--- config.mk ---
export PLATFORM = sky130hd
export DESIGN_NAME = dot_product_sequencer_flat
export DESIGN_NICKNAME = d
export VERILOG_FILES = /design/src/rtl/dot_product_sequencer_if.sv /design/src/rtl/dot_product_sequencer.sv /design/src/flat_wrapper.sv
export SDC_FILE = /design/constraint.sdc
export NUM_CORES = 1
export LEC_CHECK = 0
export BUFFER_PORTS_ARGS = -buffer_cell sky130_fd_sc_hd__buf_2
export CAP_MARGIN = 0
export CELL_PAD_IN_SITES_DETAIL_PLACEMENT = 0
export CELL_PAD_IN_SITES_GLOBAL_PLACEMENT = 1
export CORE_MARGIN = 2
export CORE_UTILIZATION = 25
export DETAILED_ROUTE_END_ITERATION = 6
export PLACE_DENSITY = 0.61
export SYNTH_ARGS = -nofsm -noshare
export SYNTH_HDL_FRONTEND = slang
export SYNTH_SLANG_ARGS = --single-unit
--- constraint.sdc ---
create_clock -name Clk -period 16.1 [get_ports Clk]
set_clock_uncertainty 0.15 [all_clocks]
set_input_delay 3.22 -clock Clk [delete_from_list [all_inputs] [get_ports Clk]]
set_output_delay 3.22 -clock Clk [all_outputs]
set_load 0.03 [all_outputs]
--- src/rtl/dot_product_sequencer_if.sv ---
// Bundle of every handshake and data signal between the dot product
// sequencer and the rest of the matrix accelerator. Clock and reset stay
// outside the bundle.
// master : the sequencer itself
// slave  : the environment (element source, multipliers, adders, result sink)
interface dot_product_sequencer_if #(
    parameter int BIT_LEN   = 32,
    parameter int IN_PORTS  = 4,
    parameter int OUT_PORTS = 4,
    parameter int ADDR_LEN  = 4
);
    logic                          s_valid;
    logic                          s_ready;
    logic [BIT_LEN-1:0]            s_a;
    logic [BIT_LEN-1:0]            s_b;
    logic                          s_last;
    logic [IN_PORTS*BIT_LEN-1:0]   mult_a;
    logic [IN_PORTS*BIT_LEN-1:0]   mult_b;
    logic [IN_PORTS-1:0]           m_start;
    logic [IN_PORTS-1:0]           m_ready;
    logic                          direct;
    logic [ADDR_LEN-1:0]           addr_sel;
    logic [OUT_PORTS-1:0]          add;
    logic                          fin_add;
    logic                          fin_ready;
    logic [2*BIT_LEN-1:0]          fin_data;
    logic                          acc_clr;
    logic                          r_valid;
    logic                          r_ready;
    logic [2*BIT_LEN-1:0]          r_data;
    logic                          err;

    modport master (
        input  s_valid, s_a, s_b, s_last, m_ready, fin_ready, fin_data, r_ready,
        output s_ready, mult_a, mult_b, m_start, direct, addr_sel, add,
               fin_add, acc_clr, r_valid, r_data, err
    );

    modport slave (
        output s_valid, s_a, s_b, s_last, m_ready, fin_ready, fin_data, r_ready,
        input  s_ready, mult_a, mult_b, m_start, direct, addr_sel, add,
               fin_add, acc_clr, r_valid, r_data, err
    );
endinterface

--- src/rtl/dot_product_sequencer.sv ---
// Upstream control stage for the matrix accelerator. Packs incoming (a, b)
// element pairs into groups of up to IN_PORTS multiplier lanes, starts the
// multipliers, waits for them, strobes the output adders and, at the end of
// a vector, runs the final accumulation and presents the scalar result.
// Optional watchdog: define SEQ_TIMEOUT_EN to enable the TIMEOUT counter and
// the sticky err flag; otherwise err is tied low and waits are unbounded.
module dot_product_sequencer #(
    parameter int BIT_LEN   = 32,
    parameter int IN_PORTS  = 4,
    parameter int OUT_PORTS = 4,
    parameter int ADDR_LEN  = 4,
    parameter int TIMEOUT   = 1024
) (
    input  logic                    Clk,
    input  logic                    Rst,
    dot_product_sequencer_if.master bus
);
    typedef enum logic [2:0] {
        FILL, ISSUE, WAIT_M, ADD, FINAL, WAIT_F, OUT, CLR
    } state_t;

    localparam int CNT_W = $clog2(IN_PORTS + 1);

    // A lane count larger than the adder count, or a zero watchdog, cannot work
    if (IN_PORTS > OUT_PORTS || TIMEOUT < 1) begin : gBadConfig
        $error("dot_product_sequencer: need IN_PORTS <= OUT_PORTS and TIMEOUT >= 1");
    end

    state_t                      state_q;
    logic [CNT_W-1:0]            cnt_q;
    logic [IN_PORTS-1:0]         mask_q;
    logic [IN_PORTS-1:0]         mask_d;
    logic [IN_PORTS-1:0]         seen_q;
    logic [IN_PORTS-1:0]         seen_d;
    logic [IN_PORTS-1:0]         laneSel;
    logic [IN_PORTS-1:0]         mStart_q;
    logic [OUT_PORTS-1:0]        add_q;
    logic                        last_q;
    logic                        finPrev_q;
    logic                        sReady_q;
    logic                        finAdd_q;
    logic                        accClr_q;
    logic                        rValid_q;
    logic [2*BIT_LEN-1:0]        rData_q;
    logic [IN_PORTS*BIT_LEN-1:0] multA_q;
    logic [IN_PORTS*BIT_LEN-1:0] multB_q;
    logic                        beat;
    logic                        finEdge;

`ifdef SEQ_TIMEOUT_EN
    localparam int TMR_W = $clog2(TIMEOUT + 1);
    logic [TMR_W-1:0]            timer_q;
    logic                        drop_q;
    logic                        err_q;
    logic                        timeUp;
    assign timeUp = (timer_q == TMR_W'(TIMEOUT - 1));
`endif

    // One-hot select of the lane the next accepted beat lands in
    always_comb begin
        laneSel = '0;
        for (int n = 0; n < IN_PORTS; n++) begin
            if (cnt_q == CNT_W'(n)) laneSel[n] = 1'b1;
        end
    end

    assign mask_d  = mask_q | laneSel;
    assign seen_d  = seen_q | (bus.m_ready & mask_q);
    assign beat    = bus.s_valid & sReady_q;
    assign finEdge = bus.fin_ready & ~finPrev_q;

    // Sequencer FSM: all control outputs are registered and pulses self-clear
    always_ff @(posedge Clk or posedge Rst) begin
        if (Rst) begin
            state_q   <= FILL;
            cnt_q     <= '0;
            mask_q    <= '0;
            seen_q    <= '0;
            last_q    <= 1'b0;
            finPrev_q <= 1'b0;
            sReady_q  <= 1'b1;
            mStart_q  <= '0;
            add_q     <= '0;
            finAdd_q  <= 1'b0;
            accClr_q  <= 1'b0;
            rValid_q  <= 1'b0;
            rData_q   <= '0;
            multA_q   <= '0;
            multB_q   <= '0;
`ifdef SEQ_TIMEOUT_EN
            timer_q   <= '0;
            drop_q    <= 1'b0;
            err_q     <= 1'b0;
`endif
        end else begin
            finPrev_q <= bus.fin_ready;
            mStart_q  <= '0;
            add_q     <= '0;
            finAdd_q  <= 1'b0;
            accClr_q  <= 1'b0;
`ifdef SEQ_TIMEOUT_EN
            timer_q   <= '0;
`endif
            case (state_q)
                FILL: begin
                    if (beat) begin
`ifdef SEQ_TIMEOUT_EN
                        if (drop_q) begin
                            if (bus.s_last) drop_q <= 1'b0;
                        end else
`endif
                        begin
                            for (int n = 0; n < IN_PORTS; n++) begin
                                if (laneSel[n]) begin
                                    multA_q[n*BIT_LEN +: BIT_LEN] <= bus.s_a;
                                    multB_q[n*BIT_LEN +: BIT_LEN] <= bus.s_b;
                                end
                            end
                            mask_q <= mask_d;
                            cnt_q  <= cnt_q + CNT_W'(1);
                            if (cnt_q == CNT_W'(IN_PORTS - 1) || bus.s_last) begin
                                state_q  <= ISSUE;
                                sReady_q <= 1'b0;
                                last_q   <= bus.s_last;
                                mStart_q <= mask_d;
                            end
                        end
                    end
                end
                ISSUE: state_q <= WAIT_M;
                WAIT_M: begin
                    seen_q <= seen_d;
                    if (seen_d == mask_q) begin
                        state_q <= ADD;
                        add_q   <= OUT_PORTS'(mask_q);
                    end
`ifdef SEQ_TIMEOUT_EN
                    else if (timeUp) begin
                        err_q    <= 1'b1;
                        drop_q   <= ~last_q;
                        mask_q   <= '0;
                        seen_q   <= '0;
                        cnt_q    <= '0;
                        accClr_q <= 1'b1;
                        state_q  <= CLR;
                    end else begin
                        timer_q <= timer_q + TMR_W'(1);
                    end
`endif
                end
                ADD: begin
                    mask_q <= '0;
                    seen_q <= '0;
                    cnt_q  <= '0;
                    if (last_q) begin
                        state_q  <= FINAL;
                        finAdd_q <= 1'b1;
                    end else begin
                        state_q  <= FILL;
                        sReady_q <= 1'b1;
                    end
                end
                FINAL: state_q <= WAIT_F;
                WAIT_F: begin
                    if (finEdge) begin
                        rData_q  <= bus.fin_data;
                        rValid_q <= 1'b1;
                        state_q  <= OUT;
                    end
`ifdef SEQ_TIMEOUT_EN
                    else if (timeUp) begin
                        err_q    <= 1'b1;
                        accClr_q <= 1'b1;
                        state_q  <= CLR;
                    end else begin
                        timer_q <= timer_q + TMR_W'(1);
                    end
`endif
                end
                OUT: begin
                    if (bus.r_ready) begin
                        rValid_q <= 1'b0;
                        accClr_q <= 1'b1;
                        state_q  <= CLR;
                    end
                end
                CLR: begin
                    last_q   <= 1'b0;
                    sReady_q <= 1'b1;
                    state_q  <= FILL;
                end
                default: state_q <= FILL;
            endcase
        end
    end

    assign bus.s_ready  = sReady_q;
    assign bus.mult_a   = multA_q;
    assign bus.mult_b   = multB_q;
    assign bus.m_start  = mStart_q;
    assign bus.direct   = 1'b1;
    assign bus.addr_sel = '0;
    assign bus.add      = add_q;
    assign bus.fin_add  = finAdd_q;
    assign bus.acc_clr  = accClr_q;
    assign bus.r_valid  = rValid_q;
    assign bus.r_data   = rData_q;
`ifdef SEQ_TIMEOUT_EN
    assign bus.err      = err_q;
`else
    assign bus.err      = 1'b0;
`endif
endmodule

--- src/flat_wrapper.sv ---
// flat-port wrapper written by rule: the top's interface ports become plain ports
module dot_product_sequencer_flat 
#(
    parameter int BIT_LEN   = 32,
    parameter int IN_PORTS  = 4,
    parameter int OUT_PORTS = 4,
    parameter int ADDR_LEN  = 4,
    parameter int TIMEOUT   = 1024
)
  (Clk, Rst, bus_s_valid, bus_s_a, bus_s_b, bus_s_last, bus_m_ready, bus_fin_ready, bus_fin_data, bus_r_ready, bus_s_ready, bus_mult_a, bus_mult_b, bus_m_start, bus_direct, bus_addr_sel, bus_add, bus_fin_add, bus_acc_clr, bus_r_valid, bus_r_data, bus_err);
  dot_product_sequencer_if #(.BIT_LEN(BIT_LEN), .IN_PORTS(IN_PORTS), .OUT_PORTS(OUT_PORTS), .ADDR_LEN(ADDR_LEN)) bus_i ();
  input  logic Clk;
  input  logic Rst;
  input wire logic [$bits(bus_i.s_valid)-1:0] bus_s_valid;
  input wire logic [$bits(bus_i.s_a)-1:0] bus_s_a;
  input wire logic [$bits(bus_i.s_b)-1:0] bus_s_b;
  input wire logic [$bits(bus_i.s_last)-1:0] bus_s_last;
  input wire logic [$bits(bus_i.m_ready)-1:0] bus_m_ready;
  input wire logic [$bits(bus_i.fin_ready)-1:0] bus_fin_ready;
  input wire logic [$bits(bus_i.fin_data)-1:0] bus_fin_data;
  input wire logic [$bits(bus_i.r_ready)-1:0] bus_r_ready;
  output wire logic [$bits(bus_i.s_ready)-1:0] bus_s_ready;
  output wire logic [$bits(bus_i.mult_a)-1:0] bus_mult_a;
  output wire logic [$bits(bus_i.mult_b)-1:0] bus_mult_b;
  output wire logic [$bits(bus_i.m_start)-1:0] bus_m_start;
  output wire logic [$bits(bus_i.direct)-1:0] bus_direct;
  output wire logic [$bits(bus_i.addr_sel)-1:0] bus_addr_sel;
  output wire logic [$bits(bus_i.add)-1:0] bus_add;
  output wire logic [$bits(bus_i.fin_add)-1:0] bus_fin_add;
  output wire logic [$bits(bus_i.acc_clr)-1:0] bus_acc_clr;
  output wire logic [$bits(bus_i.r_valid)-1:0] bus_r_valid;
  output wire logic [$bits(bus_i.r_data)-1:0] bus_r_data;
  output wire logic [$bits(bus_i.err)-1:0] bus_err;
  assign bus_i.s_valid = bus_s_valid;
  assign bus_i.s_a = bus_s_a;
  assign bus_i.s_b = bus_s_b;
  assign bus_i.s_last = bus_s_last;
  assign bus_i.m_ready = bus_m_ready;
  assign bus_i.fin_ready = bus_fin_ready;
  assign bus_i.fin_data = bus_fin_data;
  assign bus_i.r_ready = bus_r_ready;
  assign bus_s_ready = bus_i.s_ready;
  assign bus_mult_a = bus_i.mult_a;
  assign bus_mult_b = bus_i.mult_b;
  assign bus_m_start = bus_i.m_start;
  assign bus_direct = bus_i.direct;
  assign bus_addr_sel = bus_i.addr_sel;
  assign bus_add = bus_i.add;
  assign bus_fin_add = bus_i.fin_add;
  assign bus_acc_clr = bus_i.acc_clr;
  assign bus_r_valid = bus_i.r_valid;
  assign bus_r_data = bus_i.r_data;
  assign bus_err = bus_i.err;
  dot_product_sequencer #(.BIT_LEN(BIT_LEN), .IN_PORTS(IN_PORTS), .OUT_PORTS(OUT_PORTS), .ADDR_LEN(ADDR_LEN), .TIMEOUT(TIMEOUT)) u_core (.Clk(Clk), .Rst(Rst), .bus(bus_i));
endmodule
==> results of run 1 <==
## power breakdown
group | internal, W | switching [W]
clock network | 0.000548 | 0.000364
logic | 0.000562 | 0.000920
registers | 0.00118 | 0.000185
## state kept, by name (all words and copies together) (netlist names)
name                flops
u_core.bus.acc_clr      1
u_core.bus.add          4
u_core.bus.fin_add      1
u_core.bus.m_start      4
u_core.bus.mult_a     128
u_core.bus.mult_b     128
u_core.bus.r_data      64
u_core.bus.r_valid      1
u_core.bus.s_ready      1
u_core.cnt_q            3
u_core.finPrev_q        1
u_core.last_q           1
u_core.mask_q           4
u_core.seen_q           4
u_core.state_q          3
## final timing paths
check,from,end,slack (ns),depth (start not counted)
max in group asynchronous,Rst,u_core.bus.mult_a[60]$_DFFE_PP0P_,11.64,3
hold reg to reg,u_core.bus.r_data[28]$_DFFE_PP0P_,u_core.bus.r_data[28]$_DFFE_PP0P_,0.35,1
setup reg to reg,u_core.state_q[2]$_DFFE_PP0P_,u_core.bus.mult_b[88]$_DFFE_PP0P_,13.25,5
setup / recovery,bus_s_valid,u_core.bus.mult_b[88]$_DFFE_PP0P_,10.98,6
hold / removal,u_core.bus.r_data[28]$_DFFE_PP0P_,u_core.bus.r_data[28]$_DFFE_PP0P_,0.35,1
min in group asynchronous,Rst,u_core.bus.mult_b[79]$_DFFE_PP0P_,2.63,2
## per-stage QoR
stage / util / cells / cell area, µm² / hold slack [ns]
3_3_place_gp: 0.3051 / 1985 / 16810 / 0.3313
5_1_grt: 0.3291 / 2058 / 18130 / 0.3556
2_1_floorplan: - / 806 / 13970 / 0.3359
6_report: 0.3291 / 2058 / 18130 / 0.3474
3_5_place_dp: 0.3051 / 1985 / 16810 / 0.3365
4_1_cts: 0.3291 / 2057 / 18130 / 0.3501
## placed cells by master, fill, tap and decap left out, drive strengths merged, types with 3 or more instances in the layout
master	netlist	layout
clkinv	0	6
conb	2	6
nand2	8	8
nand3	3	3
a31oi	5	5
nor3b	3	3
dfrtp	347	347
mux2	320	320
a22oi	4	4
inv	10	12
ha	5	5
and2b	3	3
and2	6	6
nor2	14	14
buf	41	476
o21a	4	4
a21oi	6	6
clkbuf	4	62
## metal layers
layer	GRT usage	vias to the layer above
li1	-	3751
met1	0.1532	4258
met2	0.1928	323
met3	0.05121	62
met4	0.03708	6
met5	0	-
## area by class of cell
type	count	area, µm²	area share
well taps	748	935.9	0.05161
repair buffers	476	2412	0.1330
multi-input cells	403	4708	0.2596
clock inverters	10	115.1	0.006348
inverters	10	45.04	0.002484
diodes	1	2.502	0.0001380
flip-flops and latches	348	8710	0.4803
clock buffers	62	1205	0.06645
## worst register-to-register path, cell delays in order, from the launching register on
cell and delay (ns):
dfrtp_1 0.61, nor3_4 0.08, and2_4 0.23, nand2_4 0.47, buf_4 0.73, mux2_2 0.46
## logic make-up (layout without fill, tap and decap cells)
logic type / count (synthesis) / after routing / synth area share
muxes: 321 / 321 / 0.2985
and+or+nand+nor: 46 / 46 / 0.01964
other: 2 / 7 / 0.0005382
adders and majority gates: 5 / 5 / 0.004483
DFF: 348 / 348 / 0.6241
AOI/OAI and AO/OA: 24 / 24 / 0.01148
xor gates and xnor gates: 1 / 1 / 0.0006277
buffers and inverters: 55 / 558 / 0.04062
==> flow_summary.yaml, run 1 <==
route:
  vias: 8400
  wl_per_cell_um: 17.75
  dr.pass1.iters: 4
  wl_met1_mm: 15.50
  via_per_inst: 4.082
  drt_iter0_drc: 257
  wl_met2_mm: 16.54
  drc_errors: 0
  highest_layer: "met5"
  route.met3.wl_mm: 3.594
  ant_nets: 0
  wl_mm: 36.53
sta:
  timing.final.crit_period_ns: 5.117
  tightest_slew_ns: 1.064
  setup_viol: 0
  hold_viol_final: 0
  drv_slew: 0
  relSlewSlack: 0.2907
  fmax_mhz: 195.4
  timing.final.ws_setup_ns: 10.98
  rsz0062_at_grt: "false"
  finalCritPeriodShare: 0.3178
  finalSetupTns_ns: 0
global_routing:
  grt_pass1_vias: 8943
  grt_overflow: 0
  track_usage: 0.1226
  antenna_found_initial: 6
  grt_first_pass_wirelength_mm: 54.39
  grt_max_degree: 173
yosys:
  syn-cell-area_um2: 13950
  yosysWarnings: 0
  yosysMostFrequentCell: "dfrtp_1"
  yosys.area.top_type: "dfrtp_1"
  seq_area_frac_synth: 0.6241
  synth_edf_count: 0
  avgSynthCellArea_um2: 17.40
  synthTopCellsByArea: "dfrtp_1, mux2_4, mux2_2"
  synthCells: 802
  synth_ff_type: "dfrtp_1"
  yosys-top-cells-count: "dfrtp_1, mux2_2, mux2_4"
  yosys.cell_types.count: 37
  yosys_register_bits: 348
  async_reset_ff_frac: 1.000
  synth_top_area_share: 0.6223
critical_path:
  critPathRequiredTime_ns: 16.37
  start_kind: "input port"
  critPathMaxFanout: 40
  cp_data_arrival_time_ns: 5.38
  path_class: "in2reg"
  crit_chain: "buf_2 > and2_1 > and2_4 > nand2_4 > buf_4 > mux2_2"
  crit_family: "simple AND/OR/NAND/NOR gates"
  crit_buf_inv: 2
  cp_slowest_cell: "buf_4"
  max_stage_delay_ns: 0.72
  worstSetupEndpointType: "register"
floorplanning:
  num_io_pins: 476
  fp-row-count: 86
  die-area_um2: 57720
  die_y_um: 240.3
  start_util: 0.2533
  core_um2: 55090
  fp.dieW_um: 240.3
clocking:
  root_buffer: "clkbuf_16"
  htree_levels: 2
  clock_sinks: 348
  clock_latency_ns: 0.54
  postCtsSetupBuffers: 0
  clkSlewWorstSetupHoldPaths_ns: 0.06
  cts_tree: "yes"
  cts_buffers: 41
  cts_max_path_buffers: 3
  postCtsResizedCells: 0
  ctsHoldBuffers: 0
finish:
  final_nets: 1423
  final_layout_size_suffix_gt1_frac: 0.6623
  syn2layout_area_growth_pct: 29.95
  fillCellCount: 5531
min_path:
  min_path_type: "reg2reg"
power:
  cellPowerDensity_nw_per_um2: 207.5
  power.static_leakage_nw: 10.08
  finalPower_w: 0.003763
  ir_drop_mv: 0.09358
status:
  run_status: "finished, final reports clean"
placement:
  gp_congestion: 0.7175
  io_buffers: 469
  dpl.hpwl_mm: 25.20
  pre_cts_slack_ns: 10.39
run:
  cap_viol_max_count: 0
No activity file was read; power rests on OpenSTA's default activity.
==> run 2, diff against run 1 <==
--- a/config.mk
+++ b/config.mk
@@ -5,6 +5,7 @@
 export SDC_FILE = /design/constraint.sdc
 export NUM_CORES = 1
 export LEC_CHECK = 0
+export ABC_AREA = 1
 export BUFFER_PORTS_ARGS = -buffer_cell sky130_fd_sc_hd__buf_2
 export CAP_MARGIN = 0
 export CELL_PAD_IN_SITES_DETAIL_PLACEMENT = 0
@@ -12,7 +13,7 @@
 export CORE_MARGIN = 2
 export CORE_UTILIZATION = 25
 export DETAILED_ROUTE_END_ITERATION = 6
-export PLACE_DENSITY = 0.61
+export PLACE_DENSITY = 0.67
 export SYNTH_ARGS = -nofsm -noshare
 export SYNTH_HDL_FRONTEND = slang
 export SYNTH_SLANG_ARGS = --single-unit
==> constraint.sdc (replaced) <==
create_clock -name Clk -period 4.4 [get_ports Clk]
set_clock_uncertainty 0.15 [all_clocks]
set_input_delay 0.88 -clock Clk [delete_from_list [all_inputs] [get_ports Clk]]
set_output_delay 0.88 -clock Clk [all_outputs]
set_load 0.03 [all_outputs]
==> flow_summary.yaml, run 2 <==
status:
  run_status: "finished, final reports clean"
floorplanning:
  die-area_um2: 55370
  core_um2: 52760
  fp.dieW_um: 235.3
  die_y_um: 235.3
  start_util: 0.2535
  fp-row-count: 84
  num_io_pins: 476
yosys:
  yosysMostFrequentCell: "dfrtp_1"
  yosys-top-cells-count: "dfrtp_1, nand2_1, o21ai_1"
  yosys.area.top_type: "dfrtp_1"
  synth_edf_count: 0
  synthTopCellsByArea: "dfrtp_1, nand2_1, o21ai_1"
  seq_area_frac_synth: 0.6511
  async_reset_ff_frac: 1.000
  synthCells: 1182
  syn-cell-area_um2: 13380
  synth_top_area_share: 0.6491
  avgSynthCellArea_um2: 11.32
  yosysWarnings: 0
  yosys_register_bits: 348
  synth_ff_type: "dfrtp_1"
  yosys.cell_types.count: 28
critical_path:
  cp_data_arrival_time_ns: 2.84
  r2r_setup_slack_ns: 1.79
  critPathMaxFanout: 96
  rr_worst_depth: 8
  critPathRequiredTime_ns: 4.62
  worstSetupEndpoint: "u_core.bus.mult_a[87]$_DFFE_PP0P_"
  r2r_end: "u_core.bus.mult_a[87]$_DFFE_PP0P_"
  regToRegStartpoint: "u_core.cnt_q[0]$_DFFE_PP0P_"
  path_class: "reg2reg"
  start_kind: "register"
  worstSetupEndpointType: "register"
  startpoint: "u_core.cnt_q[0]$_DFFE_PP0P_"
finish:
  final-instance-count-excl-fill: 2363
  fillCellCount: 5462
  final_layout_size_suffix_gt1_frac: 0.3913
  syn2layout_area_growth_pct: 29.83
  multi_input_area_um2: 3631
  final_util: 0.3292
  final_common_cell: "buf_2"
  final_nets: 1788
  seqCellArea_um2: 8710
  final_cell_mix: "buf_2, dfrtp_1, nand2_1, o21ai_1, inv_1"
placement:
  dp.cells: 2291
  io_buffers: 469
  dpl.hpwl_mm: 27.83
  gp_congestion: 0.7812
power:
  ir_drop_mv: 0.3138
  cellPowerDensity_nw_per_um2: 854.3
  power.static_leakage_nw: 9.445
  finalPower_w: 0.01484
sta:
  fin_hold_ws_ns: 0.3162
  relSlewSlack: 0.2232
  fmax_mhz: 382.4
  setup_viol: 0
  rsz0062_at_grt: "false"
  timing.final.crit_period_ns: 2.615
  finalCritPeriodShare: 0.5943
  drv_slew: 0
  hold_viol_final: 0
  tightest_slew_ns: 1.165
  finalSetupTns_ns: 0
clocking:
  ctsHoldBuffers: 0
  postCtsResizedCells: 0
  cts_max_path_buffers: 3
  clock_sinks: 348
  htree_levels: 2
  clkSlewWorstSetupHoldPaths_ns: 0.06
  root_buffer: "clkbuf_16"
  cts_tree: "yes"
  cts_buffers: 40
  clock_latency_ns: 0.53
  postCtsSetupBuffers: 0
global_routing:
  track_usage: 0.1370
  grt_overflow: 0
  grt_max_degree: 105
  antenna_found_initial: 1
  grt_first_pass_wirelength_mm: 60.12
  grt_pass1_vias: 10040
route:
  wl_per_cell_um: 16.29
  drc_errors: 0
  vias: 10040
  drt_iter0_drc: 530
  ant_nets: 0
  via_per_inst: 4.248
  dr.pass1.iters: 4
  wl_mm: 38.50
min_path:
  min_path_type: "in2reg"
  hold_depth: 1
run:
  cap_viol_max_count: 0
-- run 2: changes by cell type in the layout (fill, tap and decap cells not counted), sizes merged, moves of 5 or more --
cell | before | now
mux2 | 320 | 64
o21ai | 0 | 260
and2 | 6 | 0
nand3 | 3 | 10
nor2 | 14 | 26
nor3 | 1 | 6
buf | 476 | 487
a31oi | 5 | 0
inv | 12 | 91
nand2 | 8 | 283
-- run 2: metal layers --
metal  vias up  part of all wire  global-route usage
met2       333              0.47              0.2232
li1       4774                 -                   -
met4         0             0.030             0.04999
met3        71             0.069             0.03905
met5         -                 0                   0
met1      4859              0.43              0.1735
-- run 2: cells by family (layout without fill, tap and decap cells) --
group	Yosys count	count (layout)	synth area share
other	2	7	0.0005614
and+or+nand+nor	328	328	0.09906
DFF	348	348	0.6511
buffers and inverters	162	650	0.07857
muxes	64	64	0.05388
AOI/OAI and AO/OA	273	273	0.1122
adders and majority gates	5	5	0.004677
-- run 2: cell type report --
type / instances / share of cell area
tap: 688 / 0.04957
multi-input combinational: 676 / 0.2091
clock buffer: 65 / 0.07118
sequential: 348 / 0.5015
antenna: 1 / 0.0001441
inverter: 92 / 0.02010
timing repair buffer: 487 / 0.1465
clock inverter: 6 / 0.001873
-- run 2: report_power, final --
| group | internal [W] | switching (W) | leakage (nW) | total (W) |
|---|---|---|---|---|
| registers | 0.00458 | 0.000786 | 4.56 | 0.00536 |
| clock network | 0.00191 | 0.00129 | 0.625 | 0.00320 |
| logic | 0.00178 | 0.00449 | 4.26 | 0.00627 |
-- run 2: stage by stage --
stage | setup WS [ns] | area, µm²
floorplan | -1.288 | 13400
global placement | 1.422 | 16100
detailed placement | 1.395 | 16100
CTS | 1.776 | 17360
global route | 1.568 | 17370
finish | 1.785 | 17370
-- run 2: worst min-delay path by stage --
stage / from / to / slack (ns)
3_5_place_dp: u_core.bus.mult_a[61]$_DFFE_PP0P_ / u_core.bus.mult_a[61]$_DFFE_PP0P_ / 0.31
6_report: bus_fin_ready / u_core.finPrev_q$_DFF_PP0_ / 0.32
5_1_grt: bus_fin_ready / u_core.finPrev_q$_DFF_PP0_ / 0.28
4_1_cts: bus_fin_ready / u_core.finPrev_q$_DFF_PP0_ / 0.28
3_3_place_gp: u_core.bus.mult_a[7]$_DFFE_PP0P_ / u_core.bus.mult_a[7]$_DFFE_PP0P_ / 0.31
2_1_floorplan: u_core.last_q$_DFFE_PP0P_ / u_core.bus.fin_add$_DFF_PP0_ / 0.34
-- run 2: worst max-delay path, cell delays in order (launching register included) --
cell and delay (ns):
dfrtp_1 0.39, inv_1 0.12, ha_1 0.16, inv_1 0.04, nor2_1 0.23, nand2_4 0.54
buf_4 0.51, nand2_1 0.08, o21ai_1 0.06
==> run 3, diff against run 2 <==
--- a/config.mk
+++ b/config.mk
@@ -5,7 +5,7 @@
 export SDC_FILE = /design/constraint.sdc
 export NUM_CORES = 1
 export LEC_CHECK = 0
-export ABC_AREA = 1
+export ABC_AREA = 0
 export BUFFER_PORTS_ARGS = -buffer_cell sky130_fd_sc_hd__buf_2
 export CAP_MARGIN = 0
 export CELL_PAD_IN_SITES_DETAIL_PLACEMENT = 0
@@ -13,7 +13,7 @@
 export CORE_MARGIN = 2
 export CORE_UTILIZATION = 25
 export DETAILED_ROUTE_END_ITERATION = 6
-export PLACE_DENSITY = 0.67
+export PLACE_DENSITY = 0.61
 export SYNTH_ARGS = -nofsm -noshare
 export SYNTH_HDL_FRONTEND = slang
 export SYNTH_SLANG_ARGS = --single-unit
==> constraint.sdc (replaced) <==
create_clock -name Clk -period 2.52 [get_ports Clk]
set_clock_uncertainty 0.15 [all_clocks]
set_input_delay 0.504 -clock Clk [delete_from_list [all_inputs] [get_ports Clk]]
set_output_delay 0.504 -clock Clk [all_outputs]
set_load 0.03 [all_outputs]
==> flow_summary.yaml, run 3 (synthesis gave the netlist of run 1 again) <==
status:
  run_status: "finished, final reports clean"
sta:
  relSlewSlack: 0.4854
  tightest_slew_ns: 0.7691
  rsz0062_at_grt: "false"
  hold_viol_final: 0
  timing.final.crit_period_ns: 2.124
  timing.final.ws_setup_ns: 0.3961
  fmax_mhz: 470.8
  setup_viol: 0
  drv_slew: 0
  finalCritPeriodShare: 0.8428
placement:
  pre_cts_slack_ns: 0.2600
  gp_congestion: 0.7516
  io_buffers: 469
  dpl.hpwl_mm: 26.33
  dp.cells: 2007
min_path:
  min_path_type: "in2reg"
clocking:
  clock_latency_ns: 0.55
  clock_sinks: 348
  clkSlewWorstSetupHoldPaths_ns: 0.06
  cts_max_path_buffers: 3
  root_buffer: "clkbuf_16"
  ctsHoldBuffers: 49
  postCtsResizedCells: 0
  cts_tree: "yes"
  postCtsSetupBuffers: 0
  htree_levels: 2
  cts_buffers: 42
power:
  power.static_leakage_nw: 10.51
  ir_drop_mv: 0.5817
  comb_power_share: 0.392
  p_int_w: 0.01516
  finalPower_w: 0.02453
  power_frac_clock: 0.254
  p_seq_frac: 0.355
  cellPowerDensity_nw_per_um2: 1286
  p_sw_w: 0.009373
  swShare: 0.3821
route:
  wl_per_cell_um: 17.45
  via_per_inst: 4.078
  wl_mm: 37.21
  drc_errors: 0
  ant_nets: 0
  drt_iter0_drc: 248
  vias: 8698
  dr.pass1.iters: 4
floorplanning:
  fp-row-count: 86
  die_y_um: 240.3
  fp.dieW_um: 240.3
  start_util: 0.2533
  die-area_um2: 57720
  core_um2: 55090
  num_io_pins: 476
critical_path:
  r2r_setup_slack_ns: 0.40
  cp_data_arrival_time_ns: 2.39
  path_class: "reg2reg"
  critPathMaxFanout: 23
  worstSetupEndpointType: "register"
  critPathRequiredTime_ns: 2.79
  start_kind: "register"
global_routing:
  grt_first_pass_wirelength_mm: 55.90
  track_usage: 0.1251
  grt_max_degree: 81
  grt_pass1_vias: 9191
  grt_overflow: 0
  antenna_found_initial: 5
finish:
  final_layout_size_suffix_gt1_frac: 0.6443
  final_nets: 1495
  final_common_cell: "buf_2"
  final-instance-count-excl-fill: 2133
  syn2layout_area_growth_pct: 36.68
  final_cell_mix: "buf_2, dfrtp_1, mux2_2, mux2_4, dlygate4sd3_1"
run:
  cap_viol_max_count: 0
==> run 3: per-layer routing <==
layer	vias to the layer above	part of all wire	global-route usage	wire length, µm
met4	2	0.021	0.03840	766
met1	4405	0.42	0.1567	15640
met5	-	0.00019	0	7
met3	52	0.083	0.04259	3088
li1	3907	-	-	-
met2	332	0.48	0.2034	17720
==> run 3: final cells by class <==
class                      instances  area, µm²
clock inverter                     7      120.1
fill                            5479      36020
antenna                            2      5.005
clock buffer                      68       1323
sequential                       348       8710
tap                              748      935.9
inverter                          10      41.29
timing repair buffer             547       3231
multi-input combinational        403       4708
==> run 3: path summary, 6_finish.rpt <==
kind / start / end / cells past startpoint
max in group asynchronous: Rst / u_core.bus.mult_b[88]$_DFFE_PP0P_ / 5
setup reg to reg: u_core.bus.s_ready$_DFFE_PP1P_ / u_core.bus.mult_a[75]$_DFFE_PP0P_ / 5
setup / recovery: u_core.bus.s_ready$_DFFE_PP1P_ / u_core.bus.mult_a[75]$_DFFE_PP0P_ / 5
min in group asynchronous: Rst / u_core.bus.mult_a[12]$_DFFE_PP0P_ / 3
hold / removal: bus_fin_data[10] / u_core.bus.r_data[10]$_DFFE_PP0P_ / 2
hold reg to reg: u_core.bus.s_ready$_DFFE_PP1P_ / u_core.bus.s_ready$_DFFE_PP1P_ / 2
==> run 3: stage by stage <==
step / cell area (µm²) / TNS [ns] / utilization / hold WS (ns)
4_1_cts: 19070 / 0 / 0.3461 / 0.0001490
3_3_place_gp: 17140 / 0 / 0.3110 / 0.2758
2_1_floorplan: 13970 / -970.22 / - / 0.3359
3_5_place_dp: 17140 / 0 / 0.3110 / 0.2761
5_1_grt: 19070 / 0 / 0.3462 / 0.003099
6_report: 19070 / 0 / 0.3462 / 0.04294
==> run 3: worst max-delay path: stages, from the launching register on <==
cell	delay (ns)
dfstp_2	0.53
and2_1	0.22
and2_4	0.28
nand2_4	0.21
buf_12	0.26
mux2_4	0.31
==> run 3: power groups by stage <==
stage	Sequential [W]	Combinational, W	Clock, W
2_1_floorplan	0.0124	0.00310	0
3_3_place_gp	0.00874	0.00959	0
3_5_place_dp	0.00878	0.00966	0
4_1_cts	0.00872	0.00973	0.00643
5_1_grt	0.00896	0.0102	0.00667
6_report	0.00871	0.00960	0.00622
